File: src/rtl/bus_arbiter_pkg.sv
// Shared types and defaults for the bus arbiter slice.
// Contents:
//   arb_state_t      - arbiter FSM state encoding
//   BURST_DEFAULT    - data words per burst transaction
//   TIMEOUT_DEFAULT  - cycles a grantee may idle before losing the grant
package bus_arb_pkg;

    typedef enum logic [2:0] {
        IDLE   = 3'd0,
        GRANT  = 3'd1,
        RDWAIT = 3'd2,
        DATA   = 3'd3,
        TURN   = 3'd4
    } arb_state_t;

    localparam int BURST_DEFAULT   = 4;
    localparam int TIMEOUT_DEFAULT = 8;

endpackage

File: src/rtl/bus_arbiter_if.sv
// Requester/bus side signals of the bus arbiter.
// Signals:
//   req       - level request lines, one per requester
//   AddrValid - shared-bus address strobe from the granted master
//   rw        - shared-bus direction (1 = read, 0 = write)
//   gnt       - one-hot registered grant
//   owner     - index of the current or most recent grantee
//   busy      - arbiter not idle
//   timeout   - one-cycle pulse when a grant is revoked for inactivity
// Modports: master (requesters / bus masters), slave (arbiter).
interface bus_arbiter_if #(
    parameter int NREQ = 2
);
    localparam int IW = (NREQ > 1) ? $clog2(NREQ) : 1;

    logic [NREQ-1:0] req;
    logic            AddrValid;
    logic            rw;
    logic [NREQ-1:0] gnt;
    logic [IW-1:0]   owner;
    logic            busy;
    logic            timeout;

    modport master (
        output req, AddrValid, rw,
        input  gnt, owner, busy, timeout
    );

    modport slave (
        input  req, AddrValid, rw,
        output gnt, owner, busy, timeout
    );

endinterface

File: src/rtl/bus_arbiter_rr_picker.sv
// Combinational round-robin selector.
// Ports:
//   req        in  NREQ  - request lines
//   last_owner in  IW    - most recent grantee; search starts one above it
//   valid      out 1     - at least one request present
//   winner     out IW    - index of the selected requester
//   onehot     out NREQ  - one-hot form of winner (zero when !valid)
module rr_picker #(
    parameter int NREQ = 2,
    parameter int IW   = (NREQ > 1) ? $clog2(NREQ) : 1
) (
    input  logic [NREQ-1:0] req,
    input  logic [IW-1:0]   last_owner,
    output logic            valid,
    output logic [IW-1:0]   winner,
    output logic [NREQ-1:0] onehot
);

    logic [IW-1:0] cand;

    assign valid = |req;

    // Walk the candidates from farthest to nearest so the nearest requester
    // after last_owner is the final (winning) assignment.
    always_comb begin
        cand   = '0;
        winner = '0;
        for (int i = NREQ - 1; i >= 0; i--) begin
            cand = IW'((int'(last_owner) + 1 + i) % NREQ);
            if (req[cand]) begin
                winner = cand;
            end
        end
    end

    assign onehot = valid ? (NREQ'(1) << winner) : '0;

endmodule

File: src/rtl/bus_arbiter.sv
// Round-robin arbiter for the shared multiplexed AddrData bus.
// Grants one requester at a time for a full burst (address phase plus
// BURST data words), tracking the burst from AddrValid/rw, then inserts one
// idle turnaround cycle before re-arbitrating. A grantee that never starts
// its transaction within TIMEOUT cycles loses the grant.
// Ports:
//   clk    in  1 - system clock, rising edge
//   resetH in  1 - synchronous active-high reset
//   bus    slave modport of bus_arbiter_if (req/AddrValid/rw in,
//          gnt/owner/busy/timeout out)
module bus_arbiter
    import bus_arb_pkg::*;
#(
    parameter int NREQ    = 2,
    parameter int BURST   = BURST_DEFAULT,
    parameter int TIMEOUT = TIMEOUT_DEFAULT
) (
    input  logic          clk,
    input  logic          resetH,
    bus_arbiter_if.slave  bus
);

    localparam int IW   = (NREQ > 1) ? $clog2(NREQ) : 1;
    localparam int CMAX = (BURST > TIMEOUT) ? BURST : TIMEOUT;
    localparam int CW   = (CMAX > 1) ? $clog2(CMAX) : 1;

    arb_state_t      state;
    logic [NREQ-1:0] gnt_q;
    logic [IW-1:0]   owner_q;
    logic [IW-1:0]   last_owner;
    logic            timeout_q;
    logic [CW-1:0]   wcnt;
    logic [CW-1:0]   bcnt;

    logic            pick_valid;
    logic [IW-1:0]   pick_idx;
    logic [NREQ-1:0] pick_onehot;

    rr_picker #(
        .NREQ (NREQ),
        .IW   (IW)
    ) u_picker (
        .req        (bus.req),
        .last_owner (last_owner),
        .valid      (pick_valid),
        .winner     (pick_idx),
        .onehot     (pick_onehot)
    );

    // The read/write direction is carried by the RDWAIT-vs-DATA branch taken
    // in GRANT, so no separate rw register is needed.
    always_ff @(posedge clk) begin
        if (resetH) begin
            state      <= IDLE;
            gnt_q      <= '0;
            owner_q    <= '0;
            last_owner <= IW'(NREQ - 1);
            timeout_q  <= 1'b0;
            wcnt       <= '0;
            bcnt       <= '0;
        end else begin
            timeout_q <= 1'b0;
            case (state)
                IDLE: begin
                    if (pick_valid) begin
                        gnt_q      <= pick_onehot;
                        owner_q    <= pick_idx;
                        last_owner <= pick_idx;
                        wcnt       <= '0;
                        state      <= GRANT;
                    end
                end
                GRANT: begin
                    if (bus.AddrValid) begin
                        bcnt  <= '0;
                        state <= bus.rw ? RDWAIT : DATA;
                    end else if (!bus.req[owner_q]) begin
                        gnt_q <= '0;
                        state <= IDLE;
                    end else if (wcnt == CW'(TIMEOUT - 1)) begin
                        gnt_q     <= '0;
                        timeout_q <= 1'b1;
                        state     <= IDLE;
                    end else begin
                        wcnt <= wcnt + 1'b1;
                    end
                end
                RDWAIT: begin
                    state <= DATA;
                end
                DATA: begin
                    if (bcnt == CW'(BURST - 1)) begin
                        gnt_q <= '0;
                        state <= TURN;
                    end else begin
                        bcnt <= bcnt + 1'b1;
                    end
                end
                TURN: begin
                    state <= IDLE;
                end
                default: begin
                    gnt_q <= '0;
                    state <= IDLE;
                end
            endcase
        end
    end

    assign bus.gnt     = gnt_q;
    assign bus.owner   = owner_q;
    assign bus.busy    = (state != IDLE);
    assign bus.timeout = timeout_q;

endmodule

File: src/flat_wrapper.sv
// flat-port wrapper written by rule: the top's interface ports become plain ports
module bus_arbiter_flat import bus_arb_pkg::*;
#(
    parameter int NREQ    = 2,
    parameter int BURST   = BURST_DEFAULT,
    parameter int TIMEOUT = TIMEOUT_DEFAULT
)
  (clk, resetH, bus_req, bus_AddrValid, bus_rw, bus_gnt, bus_owner, bus_busy, bus_timeout);
  bus_arbiter_if #(.NREQ(NREQ)) bus_i ();
  input  logic clk;
  input  logic resetH;
  input wire logic [$bits(bus_i.req)-1:0] bus_req;
  input wire logic [$bits(bus_i.AddrValid)-1:0] bus_AddrValid;
  input wire logic [$bits(bus_i.rw)-1:0] bus_rw;
  output wire logic [$bits(bus_i.gnt)-1:0] bus_gnt;
  output wire logic [$bits(bus_i.owner)-1:0] bus_owner;
  output wire logic [$bits(bus_i.busy)-1:0] bus_busy;
  output wire logic [$bits(bus_i.timeout)-1:0] bus_timeout;
  assign bus_i.req = bus_req;
  assign bus_i.AddrValid = bus_AddrValid;
  assign bus_i.rw = bus_rw;
  assign bus_gnt = bus_i.gnt;
  assign bus_owner = bus_i.owner;
  assign bus_busy = bus_i.busy;
  assign bus_timeout = bus_i.timeout;
  bus_arbiter #(.NREQ(NREQ), .BURST(BURST), .TIMEOUT(TIMEOUT)) u_core (.clk(clk), .resetH(resetH), .bus(bus_i));
endmodule
File: config.mk
export PLATFORM = sky130hd
export DESIGN_NAME = bus_arbiter_flat
export DESIGN_NICKNAME = d
export VERILOG_FILES = /design/src/rtl/bus_arbiter_pkg.sv /design/src/rtl/bus_arbiter_if.sv /design/src/rtl/bus_arbiter_rr_picker.sv /design/src/rtl/bus_arbiter.sv /design/src/flat_wrapper.sv
export SDC_FILE = /design/constraint.sdc
export NUM_CORES = 1
export LEC_CHECK = 0
export CORE_UTILIZATION = 50
export CTS_CLUSTER_DIAMETER = 80
export DETAILED_ROUTE_END_ITERATION = 8
export PLACE_DENSITY = 0.74
export SYNTH_ARGS = -nofsm -noshare
export SYNTH_HDL_FRONTEND = slang
export SYNTH_SLANG_ARGS = --single-unit
export TNS_END_PERCENT = 30
File: constraint.sdc
create_clock -name clk -period 2.4 [get_ports clk]
set_input_delay 0.36 -clock clk [delete_from_list [all_inputs] [get_ports clk]]
set_output_delay 0.36 -clock clk [all_outputs]
set_load 0.05 [all_outputs]
# [Word-level counts from Yosys, hierarchy flattened]
# Index checks and enable logic that the tools add are counted.
[classes] n_eq_ne=15 n_lt_le_gt_ge=3 reduce_logical=12 n_bitwise=3 muxes=30 n_shift=1 add_sub_neg=4
[ops] operator="two-way mux 3 bit" n=11
[ops] operator="case mux 3 bit (2 select lines)" n=2
[ops] operator="case mux 3 bit (4 select lines)" n=1
[ops] operator="two-way mux 1 bit" n=10
[ops] operator="two-way mux 2 bit" n=5
[ops] operator="AND reduction 5 bit" n=2
[ops] operator="equality test 3 x 2 -> 1 bit (second input constant)" n=3
[ops] operator="!= test 2 bit (second input constant)" n=4
[ops] operator="case mux 2 bit (4 select lines)" n=1
[ops] operator="adder 3 x 1 -> 3 bit (second input constant)" n=2
[ops] operator="equality test 3 bit (second input constant)" n=2
[ops] operator="< comparator 1 x 2 -> 1 bit (second input constant)" n=3
[ops] operator="!= test 2 x 1 -> 1 bit (second input constant)" n=3
[ops] operator="AND reduction 3 bit" n=2
[ops] operator="!= test 4 bit (second input constant)" n=1
[ops] operator="nonzero test 2 bit" n=2
[ops] operator="OR reduction 2 bit" n=2
[ops] operator="OR reduction 4 bit" n=1
[ops] operator="equality test 3 x 1 -> 1 bit (second input constant)" n=1
[ops] operator="zero test 3 bit" n=1
[ops] operator="!= test 3 bit (second input constant)" n=1
[ops] operator="NOT 1 bit" n=3
[ops] operator="nonzero test 3 bit" n=1
[ops] operator="adder 1 bit (second input constant)" n=2
[ops] operator="2 further kinds" n=2
[word_totals] reg_bits=14 out_inout_bits=5 word_cells=75 inputBits=6

# [Logic depth before layout (Yosys ltp)]
# Gate-level depths: netlist (run 1).
[logic_depth] word_depth=9 depth_mapped=6 mapped_depth_nobuf=6

# [Hierarchy]
# From an unflattened synthesis (run 1), not the netlist that was laid out.
[hier_totals] cells_unflattened=85 area_unflattened_um2=737.0
[by_module_without_submodules] module="bus_arbiter" seq_area_each_um2=280.3 cells_each=80 instances=1 area_each_um2=704.4
[by_module_without_submodules] module="rr_picker" seq_area_each_um2=0.0 cells_each=5 instances=1 area_each_um2=32.5

# [Worst setup path before layout (run 1)]
# Ideal clock, no wire load.
[synth_path] path_type="register -> register" startpoint="reg u_core.state[0]" endpoint="reg u_core.wcnt[1]" t_arrival_ps=1823 stages_incl_launch_ff=7 required_time_ps=2332 setup_time_ps=68 path_slack_ps=510 path_buffers=2 period_less_slack_ps=1890 cell_sequence="dfxtp_1 buf_4 or3b_1 buf_2 or4_4 a211o_1 a21oi_2"
[synth_via] elab_chain_len=3 word_cells_on_any_way=9 classes_between="5 x eq/ne; 1 x mux; 3 x reduce/logical"
[synth_rtl] element="start: declaration" line="bus_arbiter.sv:27" text="arb_state_t state;"
[synth_rtl] element="start signal: assignment" line="bus_arbiter.sv:76" text="state <= bus.rw ? RDWAIT : DATA;"
[synth_rtl] element="equality test 3 x 1 -> 1 bit or zero test 3 bit (tied branches)" line="bus_arbiter.sv:63" text="case (state)"
[synth_rtl] element="!= test 2 x 1 -> 1 bit (no line), or another cell as far along"
[synth_rtl] element="AND reduction 5 bit (no line)"
[synth_rtl] element="end signal: assignment" line="bus_arbiter.sv:85" text="wcnt <= wcnt + 1'b1;"
[synth_rtl] element="end: declaration" line="bus_arbiter.sv:32" text="logic [CW-1:0] wcnt;"
# Several ways; a longest one is shown, not always the timed one.
# A chain may end at the register's enable or synchronous reset.

# [Worst setup path after layout (run 1)]
[layout_path] startpoint="reg u_core.state[0]" endpoint="out bus_busy"
[layout_via] elab_chain_len=1
[layout_rtl] element="nonzero test 3 bit" line="bus_arbiter.sv:112" text="assign bus.busy = (state != IDLE);"
[layout_rtl] element="end: declaration" line="flat_wrapper.sv:17" text="output wire logic [$bits(bus_i.busy)-1:0] bus_busy;"
# Every way passes these cells.

==> results_dict.tcl, run 1 <==
set metrics [dict create \
    start_util_pct 55.4 \
    n_antenna_cell 0 \
    drtIter0Drc 11 \
    grt_pass1_wl_um 2110 \
    powerDensity_nw_per_um2 647 \
    viasPerCell 5.81 \
    io_buffer_count 10 \
    run_status "complete, no violations" \
    yosys-top-cells-area "dfxtp_1 (37%), ha_1 (6.7%), nor3_1 (6.7%)" \
    avgSynthCellArea_um2 8.60 \
    ant_nets 0 \
    finClkSkew_ns 0.00153 \
    gr-total-overflow 0 \
    hold_viol_final 0 \
    die_y_um 40.7 \
    maxCapViolations 0 \
    netlist_instances 87 \
    fillers 113 \
    syn2layout_area_growth_pct 19.1 \
    fmax_ghz 0.463 \
    die_w_um 40.7 \
    grt_max_degree 15 \
    hold_path_class "reg -> reg" \
    post_cts_buffers 0 \
    startpoint_type "register" \
    final.setup.tns_ns 0 \
    worstSetupEndpointType "output port" \
    grt_setup_unrepaired "false" \
    fin_crit_sh_pct 90.0 \
    ir_worst_vdd_uv 323 \
    min_period_ns 2.16 \
    final_nets 110 \
    grt_pass1_vias 504 \
    routed_wl_um 1480 \
    finalMaxSlewViolations 0 \
    cp_max_fo 10 \
    post_drt_wl_per_cell_um 13.0 \
    rr_startpoint "u_core.state[0]$_SDFFE_PP0P_" \
    track_usage_pct 20.4 \
    whs_endpoint "u_core.wcnt[2]$_SDFFE_PP0P_" \
    min-delay-start "u_core.wcnt[2]$_SDFFE_PP0P_" \
    leakage_uw 0.000357 \
    worstMarginPinSlew_ns 0.579 \
    cts_hold_buf 0 \
    setup_viol 0 \
    r2r_end "u_core.wcnt[1]$_SDFFE_PP0P_" \
    first_pass_iters 4 \
    yosysTopAreaCellShare_pct 37.5 \
    hold_depth 2 \
    place_hpwl_um 1090 \
    rows 13 \
    startpoint "u_core.state[0]$_SDFFE_PP0P_" \
    h-tree-depth 1 \
    clkLatencyLatePin_ns 0.29 \
    drive_above_1_share_pct 11.1 \
    worst_ep_arrival_time_ns 1.80 \
    cts_tree "done" \
    cts.clk_slew.worst_paths_ns 0.08 \
    yosys_warnings 0 \
    placed_cells 110 \
    relSlewSlack_pct 61.3 \
    die_area_um2 1660 \
    drcViolationCount 0 \
    synth_edf_count 0 \
    core_area_um2 1350 \
    register_area_um2 280 \
    synthFlopType "dfxtp_1" \
    cts_sinks 14 \
    antenna_found_initial 0 \
    synth_cell_type_count 33 \
    gp_routability_congestion 0.820 \
    cts_buffer_depth 2 \
    worst-setup-path-type "reg -> out" \
    cts-root-buf "clkbuf_4" \
    io_pins 11 \
    synthesis.nets 97 \
    vias 662 \
    required_ns 2.04 \
    synthArstFlopShare_pct 0 \
    numCtsBuffers 3 \
    reg2regPathDepth 4 \
    ctsResizeCount 0 \
    rrSetupSlack_ns 0.32 \
    fin_cells 114 \
    netlist_area_um2 748 \
    worst_hold_slack_ns 0.478 \
    multiInputGateArea_um2 414 \
    synth_top_area_cell "dfxtp_1" \
    synth_seq_cells 14 \
    yosysSeqAreaShare_pct 37.5 \
]
==> area by class of cell <==
| cell class | instances | share of cell area (%) |
|---|---|---|
| clock buffers | 4 | 4.07 |
| inverters | 7 | 2.95 |
| multi-input cells | 62 | 46.5 |
| flip-flops and latches | 14 | 31.5 |
| well taps | 15 | 2.11 |
| repair buffers | 12 | 12.9 |
==> synth_stat cells, drive strengths merged, types with 3 or more instances <==
master,n
o21ai,3
mux2i,3
nand2,3
nor3,10
dfxtp,14
ha,4
nor2,5
inv,7
nand3,3
buf,3
a21oi,10
==> report_power, final <==
part	switching, µW	leakage, µW	internal (µW)
clock network	79.4	0.0000210	92.6
logic	83.9	0.000222	59.4
registers	15.5	0.000114	246
total	179	0.000357	398
==> placed cells by master, fill, tap and decap left out, types with 2 or more instances in the layout <==
cell and instances:
a211o_1 2, a21oi_1 8, a21oi_2 2, and3_1 2, buf_4 2, clkbuf_4 3
clkdlybuf4s50_1 10, dfxtp_1 14, ha_1 4, inv_1 7, mux2i_1 3, nand2_1 3
nand3_1 3, nand3b_1 2, nor2_1 5, nor3_1 10, nor4_1 2, o21ai_0 2
==> how the worst max path moves through the flow <==
stage                             endpoint  slack [ns]  cells after the start
6_report                          bus_busy        0.24                      3
5_1_grt                           bus_busy        0.14                      3
4_1_cts                           bus_busy        0.24                      3
3_5_place_dp   u_core.wcnt[1]$_SDFFE_PP0P_        0.34                      5
3_3_place_gp   u_core.wcnt[1]$_SDFFE_PP0P_        0.32                      5
2_1_floorplan  u_core.wcnt[1]$_SDFFE_PP0P_        0.51                      6
==> through the flow <==
stage / instance area (µm²) / setup WS [ns] / utilization, % / total power (µW)
floorplan: 748 / 0.510 / - / 365
global placement: 855 / 0.319 / 63.3 / 406
detailed placement: 855 / 0.338 / 63.3 / 409
CTS: 891 / 0.237 / 66.0 / 577
global route: 891 / 0.143 / 66.0 / 604
finish: 891 / 0.240 / 66.0 / 576
==> registers in the layout, summed over array words and instances, names as in the netlist <==
name                flops
u_core.bcnt             3
u_core.state            3
u_core.wcnt             3
u_core.bus.gnt          2
u_core.bus.owner        1
u_core.bus.timeout      1
u_core.last_owner       1
==> metal layers <==
layer | routed length (µm) | GRT usage, % | vias to the layer above
met5 | 0 | 0 | -
li1 | - | - | 342
met4 | 36 | 10.0 | 0
met3 | 102 | 9.78 | 5
met2 | 686 | 33.7 | 20
met1 | 654 | 21.5 | 295
==> kinds of logic (layout without fill, tap and decap cells) <==
logic type / Yosys count / in the layout / share of synthesized area, %
adder cells (fa/ha/maj): 4 / 4 / 6.69
flip-flops: 14 / 14 / 37.5
AO/OA/AOI/OAI: 19 / 19 / 16.4
buffers and inverters: 11 / 23 / 7.19
multiplexers: 4 / 4 / 5.52
AND/OR/NAND/NOR: 35 / 35 / 26.8
==> critical path, stage by stage (launching register included) <==
cell	delay (ns)
dfxtp_1	0.48
nor3_1	0.11
inv_1	0.10
clkdlybuf4s50_1	0.81
Note: power is estimated with default switching activity, not from simulation.
==> inputs of run 2 (changes only) <==
--- a/config.mk
+++ b/config.mk
@@ -12,4 +12,3 @@
 export SYNTH_ARGS = -nofsm -noshare
 export SYNTH_HDL_FRONTEND = slang
 export SYNTH_SLANG_ARGS = --single-unit
-export TNS_END_PERCENT = 30
==> results of run 2 <==
Final layout, timing and power as in run 1 (identical DEF).
==> inputs of run 3 (changes only) <==
--- a/config.mk
+++ b/config.mk
@@ -8,6 +8,7 @@
 export CORE_UTILIZATION = 50
 export CTS_CLUSTER_DIAMETER = 80
 export DETAILED_ROUTE_END_ITERATION = 8
+export MAX_ROUTING_LAYER = met4
 export PLACE_DENSITY = 0.74
 export SYNTH_ARGS = -nofsm -noshare
 export SYNTH_HDL_FRONTEND = slang
==> run 3 against run 2 <==
Clock power barely moved. Via count fell by 1.1%. Critical path depth did not move. Wire length fell by 0.54%. Sequential share of layout area did not move. Power barely moved. Combinational power barely moved. Sequential power barely moved. Maximum frequency fell by 0.25%. Critical endpoint unchanged.
==> results_dict.tcl, run 3 (same netlist as run 1, synthesis figures left out) <==
set metrics [dict create \
    syn2layout_area_growth_pct 19.1 \
    h-tree-depth 1 \
    layout_commonest_cell "dfxtp_1" \
    n_antenna_cell 0 \
    slowest_delay_ns 0.81 \
    rows 13 \
    cts.clk_slew.worst_paths_ns 0.08 \
    hold_depth 2 \
    grt_pass1_wl_um 2100 \
    io_pins 11 \
    worst_ep_arrival_time_ns 1.81 \
    fin_ws_ns 0.235 \
    cts_buffer_depth 2 \
    drtIter0Drc 11 \
    post_cts_buffers 0 \
    fin_crit_sh_pct 90.2 \
    cts_sinks 14 \
    hold_path_class "reg -> reg" \
    worstSetupEndpointType "output port" \
    min_period_ns 2.17 \
    core_area_um2 1350 \
    die_area_um2 1660 \
    startpoint "u_core.state[0]$_SDFFE_PP0P_" \
    gr-total-overflow 0 \
    viasPerCell 5.75 \
    io_buffer_count 10 \
    track_usage_pct 21.0 \
    leakage_uw 0.000357 \
    ctsResizeCount 0 \
    clkLatencyLatePin_ns 0.29 \
    die_w_um 40.7 \
    setup_viol 0 \
    place_hpwl_um 1090 \
    cts_tree "done" \
    pre_cts_ws_ns 0.338 \
    start_util_pct 55.4 \
    grt_pass1_vias 506 \
    ant_nets 0 \
    powerDensity_nw_per_um2 647 \
    worst_hold_slack_ns 0.478 \
    drive_above_1_share_pct 11.1 \
    startpoint_type "register" \
    final_cell_mix "dfxtp_1 (14), nor3_1 (10), clkdlybuf4s50_1 (10)" \
    first_pass_iters 4 \
    routed_wl_um 1470 \
    cp_num_cells 3 \
    gp_routability_congestion 0.833 \
    cp_top_family "buffers and inverters" \
    final_nets 110 \
    required_ns 2.04 \
    path_buf_inv 2 \
    fin_total_pwr_uw 576 \
    finClkSkew_ns 0.00177 \
    cts_hold_buf 0 \
    largest_registers "u_core.bcnt: 3 flops, u_core.state: 3 flops, u_core.wcnt: 3 flops" \
    relSlewSlack_pct 62.2 \
    fin_cells 114 \
    drcViolationCount 0 \
    fmax_ghz 0.462 \
    cts-root-buf "clkbuf_4" \
    grt_max_degree 15 \
    vias 655 \
    worstMarginPinSlew_ns 0.565 \
    die_y_um 40.7 \
    post_drt_wl_per_cell_um 12.9 \
    worst-setup-path-type "reg -> out" \
    rr_startpoint "u_core.state[0]$_SDFFE_PP0P_" \
    slowest_stage "clkdlybuf4s50_1" \
    numCtsBuffers 3 \
    rrSetupSlack_ns 0.32 \
    cp_max_fo 10 \
    placed_cells 110 \
    cp-endpoint "bus_busy" \
    path_cells "nor3_1 > inv_1 > clkdlybuf4s50_1" \
    finalMaxSlewViolations 0 \
    maxCapViolations 0 \
    run_status "complete, no violations" \
    final.setup.tns_ns 0 \
    antenna_found_initial 0 \
    fillers 113 \
    hold_viol_final 0 \
    reg2regPathDepth 4 \
    ir_worst_vdd_uv 323 \
    r2r_end "u_core.wcnt[1]$_SDFFE_PP0P_" \
    grt_setup_unrepaired "false" \
]
==> run 3: cell counts in the layout (fill, tap and decap cells not counted) <==
Identical to the previous run, type by type.
==> run 3: metal layers <==
layer	global-route usage, %	wire length (µm)	up-vias
li1	-	-	341
met1	21.5	667	295
met2	33.7	693	14
met3	9.78	73	5
met4	10.0	36	0
met5	-	0	-
==> run 3: tightest hold or removal path: stages, from the launching register on <==
cell     delay [ns]
dfxtp_1        0.32
nand3_1        0.08
a21oi_2        0.05
==> run 3: cell type report <==
| type | count | area (µm²) | area share, % |
|---|---|---|---|
| clock buffers | 4 | 36.3 | 4.07 |
| inverters | 7 | 26.3 | 2.95 |
| well taps | 15 | 18.8 | 2.11 |
| flip-flops and latches | 14 | 280 | 31.5 |
| multi-input cells | 62 | 414 | 46.5 |
| repair buffers | 12 | 115 | 12.9 |
==> run 3: report_power, final <==
group,switching (µW),internal [µW],total [µW]
Sequential,15.5,246,261
Combinational,84.0,59.4,143
Clock,78.9,92.6,171
==> run 3: how the worst min path moves through the flow <==
stage	to	from	slack [ns]
global route	u_core.wcnt[2]$_SDFFE_PP0P_	u_core.wcnt[2]$_SDFFE_PP0P_	0.49
CTS	u_core.wcnt[2]$_SDFFE_PP0P_	u_core.wcnt[2]$_SDFFE_PP0P_	0.48
global placement	u_core.wcnt[1]$_SDFFE_PP0P_	u_core.wcnt[1]$_SDFFE_PP0P_	0.46
finish	u_core.wcnt[2]$_SDFFE_PP0P_	u_core.wcnt[2]$_SDFFE_PP0P_	0.48
floorplan	u_core.state[2]$_SDFFE_PP0P_	resetH	0.44
detailed placement	u_core.wcnt[2]$_SDFFE_PP0P_	u_core.wcnt[2]$_SDFFE_PP0P_	0.47
==> run 3: metrics by stage <==
stage,util (%),instance area [µm²]
3_5_place_dp,63.3,855
6_report,66.0,891
4_1_cts,66.0,891
5_1_grt,66.0,891
2_1_floorplan,-,748
3_3_place_gp,63.3,855
